`config.mk`:
```
export PLATFORM = sky130hd
export DESIGN_NAME = music_sequencer_flat
export DESIGN_NICKNAME = d
export VERILOG_FILES = /design/src/rtl/music_pkg.sv /design/src/rtl/music_sequencer_if.sv /design/src/rtl/music_sequencer_beat_timer.sv /design/src/rtl/music_sequencer.sv /design/src/flat_wrapper.sv
export SDC_FILE = /design/constraint.sdc
export NUM_CORES = 1
export LEC_CHECK = 0
export ABC_AREA = 1
export BUFFER_PORTS_ARGS = -buffer_cell sky130_fd_sc_hd__buf_2
export CAP_MARGIN = 20
export CORE_MARGIN = 1
export CORE_UTILIZATION = 50
export CTS_BUF_LIST = sky130_fd_sc_hd__clkbuf_8
export DETAILED_ROUTE_END_ITERATION = 10
export PLACE_DENSITY = 0.78
export SLEW_MARGIN = 20
export SYNTH_ARGS = -nofsm -noshare
export SYNTH_HDL_FRONTEND = slang
export SYNTH_HIERARCHICAL = 1
export SYNTH_SLANG_ARGS = --single-unit
```
`constraint.sdc`:
```
create_clock -name clk_1M -period 4.38 [get_ports clk_1M]
set_input_delay 0.219 -clock clk_1M [delete_from_list [all_inputs] [get_ports clk_1M]]
set_output_delay 0.219 -clock clk_1M [all_outputs]
set_load 0.005 [all_outputs]
```
`src/rtl/music_pkg.sv`:
```
// Shared types and constants for the song sequencer: FSM states, reserved
// note codes and the layout of a note ROM word.
package music_pkg;

    typedef enum logic [2:0] {
        ST_IDLE  = 3'd0,
        ST_FETCH = 3'd1,
        ST_LATCH = 3'd2,
        ST_PLAY  = 3'd3,
        ST_GAP   = 3'd4
    } state_e;

    localparam logic [7:0] NOTE_REST = 8'd0;
    localparam logic [7:0] END_CODE  = 8'd99;

    localparam int BEATS_MSB = 11;
    localparam int BEATS_LSB = 8;
    localparam int NOTE_MSB  = 7;
    localparam int NOTE_LSB  = 0;

    function automatic logic [3:0] rom_beats(input logic [11:0] word);
        return word[BEATS_MSB:BEATS_LSB];
    endfunction

    function automatic logic [7:0] rom_note(input logic [11:0] word);
        return word[NOTE_MSB:NOTE_LSB];
    endfunction

endpackage

```
`src/rtl/music_sequencer_if.sv`:
```
// Control and note-ROM bus of the song sequencer. The master side is the
// sequencer itself; the slave side is the ROM plus whoever starts/stops it.
interface music_sequencer_if #(
    parameter int ADDR_W = 8
);
    logic              start;
    logic              stop;
    logic              pause;
    logic              loop_en;
    logic [ADDR_W-1:0] rom_addr;
    logic              rom_rd;
    logic [11:0]       rom_q;
    logic [7:0]        note_code;
    logic              busy;
    logic              done;

    modport master (
        input  start, stop, pause, loop_en, rom_q,
        output rom_addr, rom_rd, note_code, busy, done
    );

    modport slave (
        output start, stop, pause, loop_en, rom_q,
        input  rom_addr, rom_rd, note_code, busy, done
    );
endinterface

```
`src/rtl/music_sequencer_beat_timer.sv`:
```
// Note duration timer: counts tick_max+1 cycles per beat for a loaded number of
// beats, freezing while en_i is low. expire_o flags the final counted cycle.
module beat_timer #(
    parameter int TICK_W = 18
) (
    input  logic              clk_1M,
    input  logic              rst,
    input  logic              load_i,
    input  logic              en_i,
    input  logic [3:0]        beats_i,
    input  logic [TICK_W-1:0] tick_max_i,
    output logic              expire_o
);

    logic [TICK_W-1:0] tick_cnt_q, tick_cnt_d;
    logic [TICK_W-1:0] tick_max_q, tick_max_d;
    logic [3:0]        beat_cnt_q, beat_cnt_d;
    logic              last_tick;

    assign last_tick = (tick_cnt_q == tick_max_q);
    assign expire_o  = en_i && last_tick && (beat_cnt_q <= 4'd1);

    always_comb begin
        tick_cnt_d = tick_cnt_q;
        beat_cnt_d = beat_cnt_q;
        tick_max_d = tick_max_q;
        if (load_i) begin
            tick_cnt_d = '0;
            // A zero beat count still plays one beat
            beat_cnt_d = (beats_i == 4'd0) ? 4'd1 : beats_i;
            tick_max_d = tick_max_i;
        end else if (en_i) begin
            if (last_tick) begin
                tick_cnt_d = '0;
                if (beat_cnt_q != 4'd0) begin
                    beat_cnt_d = beat_cnt_q - 4'd1;
                end
            end else begin
                tick_cnt_d = tick_cnt_q + TICK_W'(1);
            end
        end
    end

    always_ff @(posedge clk_1M) begin
        if (rst) begin
            tick_cnt_q <= '0;
            beat_cnt_q <= '0;
            tick_max_q <= '0;
        end else begin
            tick_cnt_q <= tick_cnt_d;
            beat_cnt_q <= beat_cnt_d;
            tick_max_q <= tick_max_d;
        end
    end

endmodule

```
`src/rtl/music_sequencer.sv`:
```
// Song sequencer: walks the note ROM, holds each note for its beat count,
// inserts an articulation gap, and handles pause, stop and looping.
//   state | meaning
//   IDLE  | not playing, outputs silent
//   FETCH | rom_rd strobe at rom_addr
//   LATCH | ROM word valid; end marker or load note and timer
//   PLAY  | note audible, beat timer running (frozen by pause)
//   GAP   | silent articulation gap between notes
module music_sequencer
    import music_pkg::*;
#(
    parameter int         ADDR_W     = 8,
    parameter int         BEAT_TICKS = 250000,
    parameter int         GAP_TICKS  = 20000,
    parameter int         TICK_W     = 18,
    parameter logic [7:0] END_CODE   = music_pkg::END_CODE
) (
    input  logic                clk_1M,
    input  logic                rst,
    music_sequencer_if.master   bus
);

    localparam logic [TICK_W-1:0] BEAT_MAX  = TICK_W'(BEAT_TICKS - 1);
    localparam logic [TICK_W-1:0] GAP_MAX   = TICK_W'((GAP_TICKS > 0) ? GAP_TICKS - 1 : 0);
    localparam logic [ADDR_W-1:0] ADDR_LAST = '1;

    state_e            state_q, state_d;
    logic [ADDR_W-1:0] rom_addr_q, rom_addr_d;
    logic              rom_rd_q, rom_rd_d;
    logic [7:0]        note_code_q, note_code_d;
    logic [7:0]        note_hold_q, note_hold_d;
    logic              busy_q, busy_d;
    logic              done_q, done_d;

    logic              tmr_load, tmr_en, tmr_expire, advance;
    logic [3:0]        tmr_beats;
    logic [TICK_W-1:0] tmr_max;

    beat_timer #(.TICK_W(TICK_W)) u_beat_timer (
        .clk_1M     (clk_1M),
        .rst        (rst),
        .load_i     (tmr_load),
        .en_i       (tmr_en),
        .beats_i    (tmr_beats),
        .tick_max_i (tmr_max),
        .expire_o   (tmr_expire)
    );

    always_comb begin
        state_d     = state_q;
        rom_addr_d  = rom_addr_q;
        rom_rd_d    = 1'b0;
        note_code_d = NOTE_REST;
        note_hold_d = note_hold_q;
        done_d      = 1'b0;
        tmr_load    = 1'b0;
        tmr_en      = 1'b0;
        tmr_beats   = 4'd1;
        tmr_max     = BEAT_MAX;
        advance     = 1'b0;

        case (state_q)
            ST_IDLE: begin
                if (bus.start && !bus.stop) begin
                    state_d    = ST_FETCH;
                    rom_addr_d = '0;
                    rom_rd_d   = 1'b1;
                end
            end
            ST_FETCH: begin
                state_d = ST_LATCH;
            end
            ST_LATCH: begin
                if (rom_note(bus.rom_q) == END_CODE) begin
                    rom_addr_d = '0;
                    if (bus.loop_en) begin
                        state_d  = ST_FETCH;
                        rom_rd_d = 1'b1;
                    end else begin
                        state_d = ST_IDLE;
                        done_d  = 1'b1;
                    end
                end else begin
                    state_d     = ST_PLAY;
                    note_hold_d = rom_note(bus.rom_q);
                    note_code_d = bus.pause ? NOTE_REST : rom_note(bus.rom_q);
                    tmr_load    = 1'b1;
                    tmr_beats   = rom_beats(bus.rom_q);
                end
            end
            ST_PLAY: begin
                tmr_en      = !bus.pause;
                note_code_d = bus.pause ? NOTE_REST : note_hold_q;
                if (tmr_expire) begin
                    if (GAP_TICKS > 0) begin
                        state_d     = ST_GAP;
                        note_code_d = NOTE_REST;
                        tmr_load    = 1'b1;
                        tmr_max     = GAP_MAX;
                    end else begin
                        advance = 1'b1;
                    end
                end
            end
            ST_GAP: begin
                tmr_en = !bus.pause;
                if (tmr_expire) begin
                    advance = 1'b1;
                end
            end
            default: begin
                state_d = ST_IDLE;
            end
        endcase

        if (advance) begin
            note_code_d = NOTE_REST;
            if (rom_addr_q != ADDR_LAST) begin
                state_d    = ST_FETCH;
                rom_addr_d = rom_addr_q + ADDR_W'(1);
                rom_rd_d   = 1'b1;
            end else if (bus.loop_en) begin
                state_d    = ST_FETCH;
                rom_addr_d = '0;
                rom_rd_d   = 1'b1;
            end else begin
                state_d    = ST_IDLE;
                rom_addr_d = '0;
                done_d     = 1'b1;
            end
        end

        // Stop wins over everything except reset and never reports completion
        if (bus.stop) begin
            state_d     = ST_IDLE;
            rom_addr_d  = '0;
            rom_rd_d    = 1'b0;
            note_code_d = NOTE_REST;
            done_d      = 1'b0;
        end

        busy_d = (state_d != ST_IDLE);
    end

    always_ff @(posedge clk_1M) begin
        if (rst) begin
            state_q     <= ST_IDLE;
            rom_addr_q  <= '0;
            rom_rd_q    <= 1'b0;
            note_code_q <= NOTE_REST;
            note_hold_q <= NOTE_REST;
            busy_q      <= 1'b0;
            done_q      <= 1'b0;
        end else begin
            state_q     <= state_d;
            rom_addr_q  <= rom_addr_d;
            rom_rd_q    <= rom_rd_d;
            note_code_q <= note_code_d;
            note_hold_q <= note_hold_d;
            busy_q      <= busy_d;
            done_q      <= done_d;
        end
    end

    assign bus.rom_addr  = rom_addr_q;
    assign bus.rom_rd    = rom_rd_q;
    assign bus.note_code = note_code_q;
    assign bus.busy      = busy_q;
    assign bus.done      = done_q;

endmodule

```
`src/flat_wrapper.sv`:
```
// flat-port wrapper written by rule: the top's interface ports become plain ports
module music_sequencer_flat import music_pkg::*;
#(
    parameter int         ADDR_W     = 8,
    parameter int         BEAT_TICKS = 250000,
    parameter int         GAP_TICKS  = 20000,
    parameter int         TICK_W     = 18,
    parameter logic [7:0] END_CODE   = music_pkg::END_CODE
)
  (clk_1M, rst, bus_start, bus_stop, bus_pause, bus_loop_en, bus_rom_q, bus_rom_addr, bus_rom_rd, bus_note_code, bus_busy, bus_done);
  music_sequencer_if #(.ADDR_W(ADDR_W)) bus_i ();
  input  logic clk_1M;
  input  logic rst;
  input wire logic [$bits(bus_i.start)-1:0] bus_start;
  input wire logic [$bits(bus_i.stop)-1:0] bus_stop;
  input wire logic [$bits(bus_i.pause)-1:0] bus_pause;
  input wire logic [$bits(bus_i.loop_en)-1:0] bus_loop_en;
  input wire logic [$bits(bus_i.rom_q)-1:0] bus_rom_q;
  output wire logic [$bits(bus_i.rom_addr)-1:0] bus_rom_addr;
  output wire logic [$bits(bus_i.rom_rd)-1:0] bus_rom_rd;
  output wire logic [$bits(bus_i.note_code)-1:0] bus_note_code;
  output wire logic [$bits(bus_i.busy)-1:0] bus_busy;
  output wire logic [$bits(bus_i.done)-1:0] bus_done;
  assign bus_i.start = bus_start;
  assign bus_i.stop = bus_stop;
  assign bus_i.pause = bus_pause;
  assign bus_i.loop_en = bus_loop_en;
  assign bus_i.rom_q = bus_rom_q;
  assign bus_rom_addr = bus_i.rom_addr;
  assign bus_rom_rd = bus_i.rom_rd;
  assign bus_note_code = bus_i.note_code;
  assign bus_busy = bus_i.busy;
  assign bus_done = bus_i.done;
  music_sequencer #(.ADDR_W(ADDR_W), .BEAT_TICKS(BEAT_TICKS), .GAP_TICKS(GAP_TICKS), .TICK_W(TICK_W), .END_CODE(END_CODE)) u_core (.clk_1M(clk_1M), .rst(rst), .bus(bus_i));
endmodule
```
==> results of run 1 <==
cell families after synthesis:
kind of cell | count (synthesis) | share of synthesized area
buffers and inverters | 79 | 0.0919
AO/OA/AOI/OAI | 82 | 0.118
XOR/XNOR | 10 | 0.0247
flip-flops | 70 | 0.396
AND/OR/NAND/NOR | 267 | 0.353
adder cells (fa/ha/maj) | 4 | 0.0141
other | 2 | 0.00212
cells in the final DEF, fill, tap and decap left out, types with 4 or more instances in the layout:
cell type / count
inv_1: 61
nand2_2: 8
nand2_1: 134
clkbuf_8: 10
nand4_1: 9
nor3_1: 7
buf_2: 36
xor2_1: 6
inv_2: 5
xnor2_1: 4
nand3_1: 13
a21oi_1: 48
ha_1: 4
o21ai_0: 30
conb_1: 9
nor2_1: 56
dfxtp_1: 70
nor2_2: 19
final timing paths:
kind         cells past startpoint  slack (ns)                                        endpoint
max                             19        0.57  u_core/u_beat_timer/tick_max_q[8]$_SDFFE_PP0P_
min                              3        0.15              u_core/note_hold_q[6]$_SDFFE_PP0P_
max reg2reg                     19        0.57  u_core/u_beat_timer/tick_max_q[8]$_SDFFE_PP0P_
min reg2reg                      2        0.47              u_core/note_hold_q[1]$_SDFFE_PP0P_
cell type report:
type                            count  area [um2]
Tap cell                           96         120
Sequential cell                    70        1400
Multi-Input combinational cell    372        1840
Timing Repair Buffer               37         188
Clock buffer                       10         138
Clock inverter                      6        85.1
Fill cell                         650        2800
Inverter                           67         255
Timing Repair inverter              1        5.00
worst max-delay path: stages, from the launching register on:
cell and delay, ns:
dfxtp_1 0.36, inv_2 0.08, nand2_2 0.06, nor2_1 0.13
inv_1 0.07, a21oi_1 0.12, buf_4 0.17, nand2_1 0.06
nor2_1 0.09, nand2_1 0.07, nor2_2 0.20, nand3_2 0.16
nor2_1 0.16, inv_1 0.10, nor2_1 0.34, inv_1 0.18
nand2_1 0.38, clkinvlp_2 0.66, nor2_1 0.24, nor2_1 0.07
timing repair:
| action | 4_1_cts | 5_1_grt |
|---|---|---|
| endpoints found under the setup margin | 0 | 23 |
| gates resized for setup | 0 | 1 |
| endpoints found under the hold margin | 0 | 0 |
state kept, by name, summed over array words and instances (netlist names):
| name | count |
|---|---|
| u_core/u_beat_timer/tick_max_q | 18 |
| u_core/state_q | 3 |
| u_core/bus.rom_rd | 1 |
| u_core/note_hold_q | 8 |
| u_core/u_beat_timer/beat_cnt_q | 4 |
| u_core/bus.busy | 1 |
| u_core/u_beat_timer/tick_cnt_q | 18 |
| u_core/bus.rom_addr | 8 |
| u_core/bus.done | 1 |
| u_core/bus.note_code | 8 |
stage by stage:
| step | hold WS [ns] | utilization | std cells | setup slack, ns |
|---|---|---|---|---|
| final | 0.147 | 0.590 | 659 | 0.567 |
| after floorplan | 0.288 | - | 521 | 1.45 |
| after CTS | 0.147 | 0.589 | 658 | 0.551 |
| after global routing | 0.152 | 0.590 | 659 | 0.121 |
| after detailed placement | 0.457 | 0.556 | 642 | 0.553 |
| after global placement | 0.449 | 0.556 | 642 | 0.774 |
power groups by stage:
| stage | Combinational, mW | Clock, mW | Sequential (mW) |
|---|---|---|---|
| after CTS | 0.0601 | 0.586 | 0.645 |
| after global routing | 0.0690 | 0.624 | 0.645 |
| after global placement | 0.0589 | 0 | 0.659 |
| after floorplan | 0.0438 | 0 | 0.659 |
| final | 0.0603 | 0.580 | 0.645 |
| after detailed placement | 0.0600 | 0 | 0.660 |
per-layer routing:
metal,global-route usage,vias to the layer above
met4,0.0894,0
met3,0.0510,11
met1,0.271,1443
met5,0,-
li1,-,1698
met2,0.367,60
==> flow_metrics.tcl, run 1 <==
set metrics [dict create \
    finalPower_mw 1.28 \
    grt_pass1_vias 2943 \
    antenna_found_initial 0 \
    wl_met2_um 3560 \
    slew_violations 0 \
    cts_buffer_depth 2 \
    wl_met3_um 313 \
    areaGrowthSynthToFinish_pct 13.9 \
    r2r_start "u_core/state_q[2]$_SDFF_PP0_" \
    synth_edf_count 0 \
    end_kind "flip-flop" \
    required_ns 4.62 \
    wire_per_inst_um 11.4 \
    min_from "bus_rom_q[6]" \
    grt_first_pass_wirelength_um 12700 \
    synth-async-reset-ratio 0 \
    core_area_mm2 0.00683 \
    synth_top_cell_area_share 0.396 \
    gp_congestion 0.887 \
    die_w_um 86.1 \
    fin_crit_sh 0.871 \
    grt_util_all_layers 0.219 \
    max-slew-margin-rel 0.593 \
    drt_iter0_markers 148 \
    hold_buffers 0 \
    io_pins 37 \
    ys_types 38 \
    die-area_mm2 0.00742 \
    worstSetupPathType "reg2reg" \
    p_leak_nw 1.67 \
    hold_class "in2reg" \
    finClkSkew_ns 0.0131 \
    final_nets 580 \
    synthFlopType "dfxtp_1" \
    start_util 0.518 \
    synthTopCellsByArea "dfxtp_1 (40%), nand2_1 (14%), a21oi_1 (6.8%), inv_1 (6.6%), nor2_1 (5.9%)" \
    die_height_um 86.1 \
    fmax_mhz 262 \
    rsz0062_at_grt "false" \
    critPathMaxFanout 20 \
    fin_crit_ns 3.81 \
    clock-sinks 70 \
    synth_most_common_cell "nand2_1" \
    clk_pin_slew_ns 0.08 \
    critPathArrivalTime_ns 4.05 \
    final_layout_size_suffix_gt1_frac 0.181 \
    comb_power_share 0.047 \
    p_sw_uw 289 \
    syn_avg_cell_area_um2 6.89 \
    cts_tree "built" \
    finalHoldViolCount 0 \
    synth-seq-cells 70 \
    syn_inst 514 \
    finalSetupViolations 0 \
    wl_um 7510 \
    row_count 30 \
    p_int_uw 996 \
    swShare 0.225 \
    dr.pass1.iters 4 \
    p_clk_frac 0.451 \
    routed-via-count 3212 \
    yosysTopAreaCell "dfxtp_1" \
    numCtsBuffers 9 \
    synthesis.area_mm2 0.00354 \
    cts.htree.levels 3 \
    top_layer "met4" \
    grt_remaining_overflow 0 \
    synthTopCellsByCount "nand2_1 (134), dfxtp_1 (70), inv_1 (62)" \
    worstSetupStartpointType "flip-flop" \
    drc_errors 0 \
    cts_setup_buffers 0 \
    port_buffers 36 \
    synth_seq_area_share 0.396 \
    dp_hpwl_um 5580 \
    final_cell_area_mm2 0.00403 \
    crit_start "u_core/state_q[2]$_SDFF_PP0_" \
    outcome "finished clean" \
    wl_met1_um 3500 \
    synth-warning-count 6 \
    post_dp_cell_area_mm2 0.00380 \
    worst_pin_slew_ns 0.608 \
    grt_max_degree 42 \
    clock_latency_ns 0.35 \
    antenna_left 0 \
    cts_root_buf "clkbuf_8" \
    setup_tns_ns 0 \
    ir_drop_mv 0.212 \
    drv_cap 0 \
    num_antenna_cells 0 \
    power_density_mw_per_mm2 319 \
    seq_power_share 0.502 \
    viasPerCell 4.87 \
]
No activity file was read; power rests on OpenSTA's default activity.
==> run 2, diff against run 1 <==
Settings changed: BUFFER_PORTS_ARGS -buffer_cell sky130_fd_sc_hd__buf_2 to -buffer_cell sky130_fd_sc_hd__buf_4.
==> flow_metrics.tcl, run 2 (synthesis gave the netlist of run 1 again) <==
set metrics [dict create \
    grt_pass1_vias 2964 \
    grt_first_pass_wirelength_um 12800 \
    rsz0062_at_grt "false" \
    required_ns 4.63 \
    routed-via-count 3226 \
    slowest_delay_ns 0.62 \
    min_from "rst" \
    wl_met3_um 339 \
    cts_root_buf "clkbuf_8" \
    wire_per_inst_um 11.4 \
    fin_util 0.600 \
    wl_met1_um 3510 \
    ir_drop_mv 0.216 \
    final_nets 580 \
    cp_slowest_cell "clkinvlp_4" \
    cts_tree "built" \
    io_pins 37 \
    top_layer "met4" \
    gp_congestion 0.848 \
    fin_crit_sh 0.836 \
    fmax_mhz 273 \
    finalHoldViolCount 0 \
    crit_family "simple AND/OR/NAND/NOR gates" \
    finalSetupViolations 0 \
    p_clk_frac 0.423 \
    grt_remaining_overflow 0 \
    post_dp_cell_area_mm2 0.00390 \
    antenna_left 0 \
    outcome "finished clean" \
    hold_end "u_core/note_hold_q[4]$_SDFFE_PP0P_" \
    cp_num_buf_inv 7 \
    wl_um 7530 \
    clock_latency_ns 0.35 \
    fin_crit_ns 3.66 \
    p_leak_nw 1.66 \
    mostFrequentLayoutCells "nand2_1 (134), dfxtp_1 (70), inv_1 (61)" \
    critPathArrivalTime_ns 3.91 \
    areaGrowthSynthToFinish_pct 15.8 \
    clk_pin_slew_ns 0.08 \
    comb_power_share 0.052 \
    power_density_mw_per_mm2 300 \
    final_common_cell "nand2_1" \
    cts.htree.levels 3 \
    row_count 30 \
    fill_cells 643 \
    cts_buffer_depth 2 \
    multi_input_area_mm2 0.00184 \
    final_cell_area_mm2 0.00410 \
    cts_setup_buffers 0 \
    clock-sinks 70 \
    r2r_start "u_core/state_q[2]$_SDFF_PP0_" \
    max-slew-margin-rel 0.600 \
    r2r_end "u_core/u_beat_timer/beat_cnt_q[3]$_SDFFE_PP0P_" \
    holdPathStages 2 \
    cp_cell_sequence "inv_2, nand2_2, nor2_1, inv_1, a21oi_1, buf_4, nand2_1, nor2_1, nand2_1, nor2_2, nand3_2, nor2_1, inv_1, nor2_1, inv_1, nand2_1, clkinvlp_4, o21ai_0, a21oi_1, nand3_1, nand3_1, nand2_1, inv_1" \
    drc_errors 0 \
    whs_ns 0.149 \
    core_area_mm2 0.00683 \
    drt_iter0_markers 145 \
    dr.pass1.iters 5 \
    grt_util_all_layers 0.219 \
    viasPerCell 4.90 \
    seq_power_share 0.524 \
    die_w_um 86.1 \
    die-area_mm2 0.00742 \
    r2r_cells 23 \
    rrSetupSlack_ns 0.72 \
    end_kind "flip-flop" \
    swShare 0.244 \
    start_util 0.518 \
    p_int_uw 930 \
    setup_tns_ns 0 \
    num_antenna_cells 0 \
    worstSetupPathType "reg2reg" \
    hold_class "in2reg" \
    p_sw_uw 300 \
    largest_registers "u_core/u_beat_timer/tick_cnt_q x18, u_core/u_beat_timer/tick_max_q x18" \
    grt_max_degree 42 \
    finClkSkew_ns 0.00999 \
    critPathMaxFanout 41 \
    dp_hpwl_um 5530 \
    wl_met2_um 3650 \
    numCtsBuffers 9 \
    die_height_um 86.1 \
    port_buffers 36 \
    worstSetupStartpointType "flip-flop" \
    antenna_found_initial 0 \
    drv_cap 0 \
    slew_violations 0 \
    final_layout_size_suffix_gt1_frac 0.181 \
    register_area_mm2 0.00140 \
    worst_pin_slew_ns 0.598 \
]
==> run 2: cell types whose count changed in the layout (fill, tap and decap cells not counted) <==
cell | before | now
clkbuf_8 | 10 | 9
clkinvlp_4 | 3 | 5
buf_4 | 1 | 38
clkinvlp_2 | 1 | 0
buf_2 | 36 | 0
clkinv_2 | 2 | 1
inv_6 | 0 | 1
bufinv_16 | 2 | 1
==> run 2: power by group through the flow <==
stage | combinational [mW] | sequential, mW | clock, mW
after floorplan | 0.0438 | 0.659 | 0
after global placement | 0.0635 | 0.659 | 0
after detailed placement | 0.0645 | 0.660 | 0
after CTS | 0.0647 | 0.645 | 0.537
after global routing | 0.0734 | 0.645 | 0.564
final | 0.0645 | 0.645 | 0.520
==> run 2: worst max path at each step <==
stage	from	depth (start not counted)	slack, ns	end
finish	u_core/state_q[2]$_SDFF_PP0_	23	0.72	u_core/u_beat_timer/beat_cnt_q[3]$_SDFFE_PP0P_
detailed placement	u_core/state_q[0]$_SDFF_PP0_	20	0.87	u_core/u_beat_timer/beat_cnt_q[0]$_SDFFE_PP0P_
floorplan	u_core/state_q[0]$_SDFF_PP0_	19	1.45	u_core/u_beat_timer/tick_cnt_q[15]$_SDFFE_PP0P_
global placement	u_core/state_q[0]$_SDFF_PP0_	20	1.00	u_core/u_beat_timer/beat_cnt_q[0]$_SDFFE_PP0P_
global route	u_core/state_q[1]$_SDFF_PP0_	22	0.30	u_core/u_beat_timer/beat_cnt_q[3]$_SDFFE_PP0P_
CTS	u_core/state_q[1]$_SDFF_PP0_	20	0.84	u_core/u_beat_timer/beat_cnt_q[0]$_SDFFE_PP0P_
==> run 2: stage by stage <==
stage | power, mW | std cells | setup slack, ns
5_1_grt | 1.28 | 659 | 0.300
4_1_cts | 1.25 | 659 | 0.843
3_3_place_gp | 0.723 | 643 | 1.00
2_1_floorplan | 0.703 | 521 | 1.45
6_report | 1.23 | 659 | 0.718
3_5_place_dp | 0.724 | 643 | 0.871
==> run 2: area by class of cell <==
cell class / count / area share
inverters: 67 / 0.0623
clock inverters: 7 / 0.0180
repair buffers: 38 / 0.0696
multi-input cells: 372 / 0.449
flip-flops and latches: 70 / 0.342
well taps: 96 / 0.0293
clock buffers: 9 / 0.0302
==> run 2: timing repair <==
item	in CTS	in global routing
gates resized for setup	0	1
setup endpoints to repair	0	2
hold buffers	0	0
==> run 2: worst register-to-register path: cells and delay by family, from the launching register on <==
kind	cells	cell delay [ns]
buf+inv	7	1.20
simple gates	13	1.56
flops	1	0.37
compound gates	3	0.42
==> run 2: layer usage <==
layer  global-route usage  vias to the layer above
li1                     -                     1696
met1                0.264                     1472
met2                0.371                       52
met3               0.0674                        6
met4               0.0712                        0
met5                    0                        -
==> run 3, diff against run 2 <==
Clock period 4.38 ns to 3.4 ns, I/O delays scaled along.
==> flow_metrics.tcl, run 3 (synthesis gave the netlist of run 1 again) <==
set metrics [dict create \
    num_antenna_cells 0 \
    dp_hpwl_um 5750 \
    setup_ws_ns 0.393 \
    wl_um 7760 \
    final_nets 582 \
    grt_pass1_vias 3086 \
    cts_tree "built" \
    final_common_cell "nand2_1" \
    die-area_mm2 0.00742 \
    grt_remaining_overflow 0 \
    cts_buffer_depth 2 \
    drt_iter0_markers 103 \
    routed-via-count 3290 \
    grt_first_pass_wirelength_um 13100 \
    fin_crit_ns 3.01 \
    clock_latency_ns 0.35 \
    critPathArrivalTime_ns 3.24 \
    p_leak_nw 1.69 \
    grt_util_all_layers 0.227 \
    rsz0062_at_grt "false" \
    start_util 0.518 \
    die_w_um 86.1 \
    dr.pass1.iters 5 \
    row_count 30 \
    wire_per_inst_um 11.7 \
    final_layout_size_suffix_gt1_frac 0.182 \
    power_density_mw_per_mm2 386 \
    largest_registers "u_core/u_beat_timer/tick_cnt_q x18, u_core/u_beat_timer/tick_max_q x18" \
    outcome "finished clean" \
    setup_tns_ns 0 \
    drc_errors 0 \
    cts.htree.levels 3 \
    max-slew-margin-rel 0.640 \
    mostFrequentLayoutCells "nand2_1 (134), dfxtp_1 (70), inv_1 (62)" \
    clock-sinks 70 \
    worstSetupStartpointType "flip-flop" \
    fmax_mhz 333 \
    finalSetupViolations 0 \
    drv_cap 0 \
    worst_pin_slew_ns 0.540 \
    antenna_left 0 \
    core_area_mm2 0.00683 \
    io_pins 37 \
    required_ns 3.63 \
    hold_class "in2reg" \
    end_kind "flip-flop" \
    slew_violations 0 \
    place_ws_ns 0.432 \
    ir_drop_mv 0.303 \
    gp_congestion 0.906 \
    finClkSkew_ns 0.00954 \
    viasPerCell 4.98 \
    critPathMaxFanout 21 \
    clk_pin_slew_ns 0.08 \
    areaGrowthSynthToFinish_pct 16.2 \
    antenna_found_initial 0 \
    worstSetupPathType "reg2reg" \
    finalHoldViolCount 0 \
    cts_setup_buffers 0 \
    numCtsBuffers 9 \
    die_height_um 86.1 \
    rrSetupSlack_ns 0.39 \
    hold_buffers 0 \
    cts_root_buf "clkbuf_8" \
    ctsResizeCount 0 \
    grt_max_degree 22 \
    fin_crit_sh 0.885 \
    port_buffers 36 \
]
run 3: cell types whose count changed in the layout (fill, tap and decap cells not counted):
cell,before,now
clkinv_2,1,3
inv_1,61,62
clkinv_4,0,1
clkbuf_8,9,10
clkinvlp_4,5,1
buf_4,38,40
inv_6,1,0
run 3: through the flow:
| step | hold WS [ns] | area (um2) | power, mW | std cells | util |
|---|---|---|---|---|---|
| floorplan | 0.239 | 3570 | 0.905 | 521 | - |
| detailed placement | 0.458 | 3910 | 0.934 | 645 | 0.573 |
| global route | 0.0929 | 4110 | 1.65 | 661 | 0.602 |
| global placement | 0.449 | 3910 | 0.932 | 645 | 0.573 |
| CTS | 0.0892 | 4110 | 1.61 | 661 | 0.602 |
| finish | 0.105 | 4110 | 1.59 | 661 | 0.602 |
run 3: power breakdown:
group	internal [mW]	switching, mW
clock	0.356	0.318
sequential	0.826	0.00457
combinational	0.0328	0.0510
total	1.21	0.373
run 3: worst paths after layout:
kind,from,end,cells after the start
setup / recovery,u_core/state_q[0]$_SDFF_PP0_,u_core/u_beat_timer/tick_max_q[11]$_SDFFE_PP0P_,18
hold / removal,rst,u_core/note_hold_q[6]$_SDFFE_PP0P_,2
setup reg to reg,u_core/state_q[0]$_SDFF_PP0_,u_core/u_beat_timer/tick_max_q[11]$_SDFFE_PP0P_,18
hold reg to reg,u_core/note_hold_q[4]$_SDFFE_PP0P_,u_core/bus.note_code[4]$_SDFF_PP0_,2
run 3: per-layer routing:
layer	global-route usage	up-vias	part of all wire
li1	-	1700	-
met1	0.259	1485	0.44
met2	0.393	83	0.47
met3	0.0606	22	0.056
met4	0.106	0	0.030
met5	0	-	0
run 3: final cells by class:
cell class                      instances  area, um2
Fill cell                             644       2720
Inverter                               67        251
Clock buffer                           10        138
Multi-Input combinational cell        372       1840
Sequential cell                        70       1400
Timing Repair Buffer                   40        300
Clock inverter                          6       61.3
Tap cell                               96        120
run 3: worst max-delay path: stages (launching register included):
cell,delay [ns]
dfxtp_1,0.42
inv_1,0.08
nor2_1,0.14
inv_1,0.07
a21oi_1,0.20
nand2_1,0.08
nor2_1,0.10
nand2_1,0.06
nor2_2,0.18
nand3_2,0.14
nor2_1,0.15
inv_1,0.10
nor2_1,0.14
inv_1,0.12
nand2_1,0.09
inv_1,0.25
buf_4,0.30
o21ai_0,0.21
a21oi_1,0.06
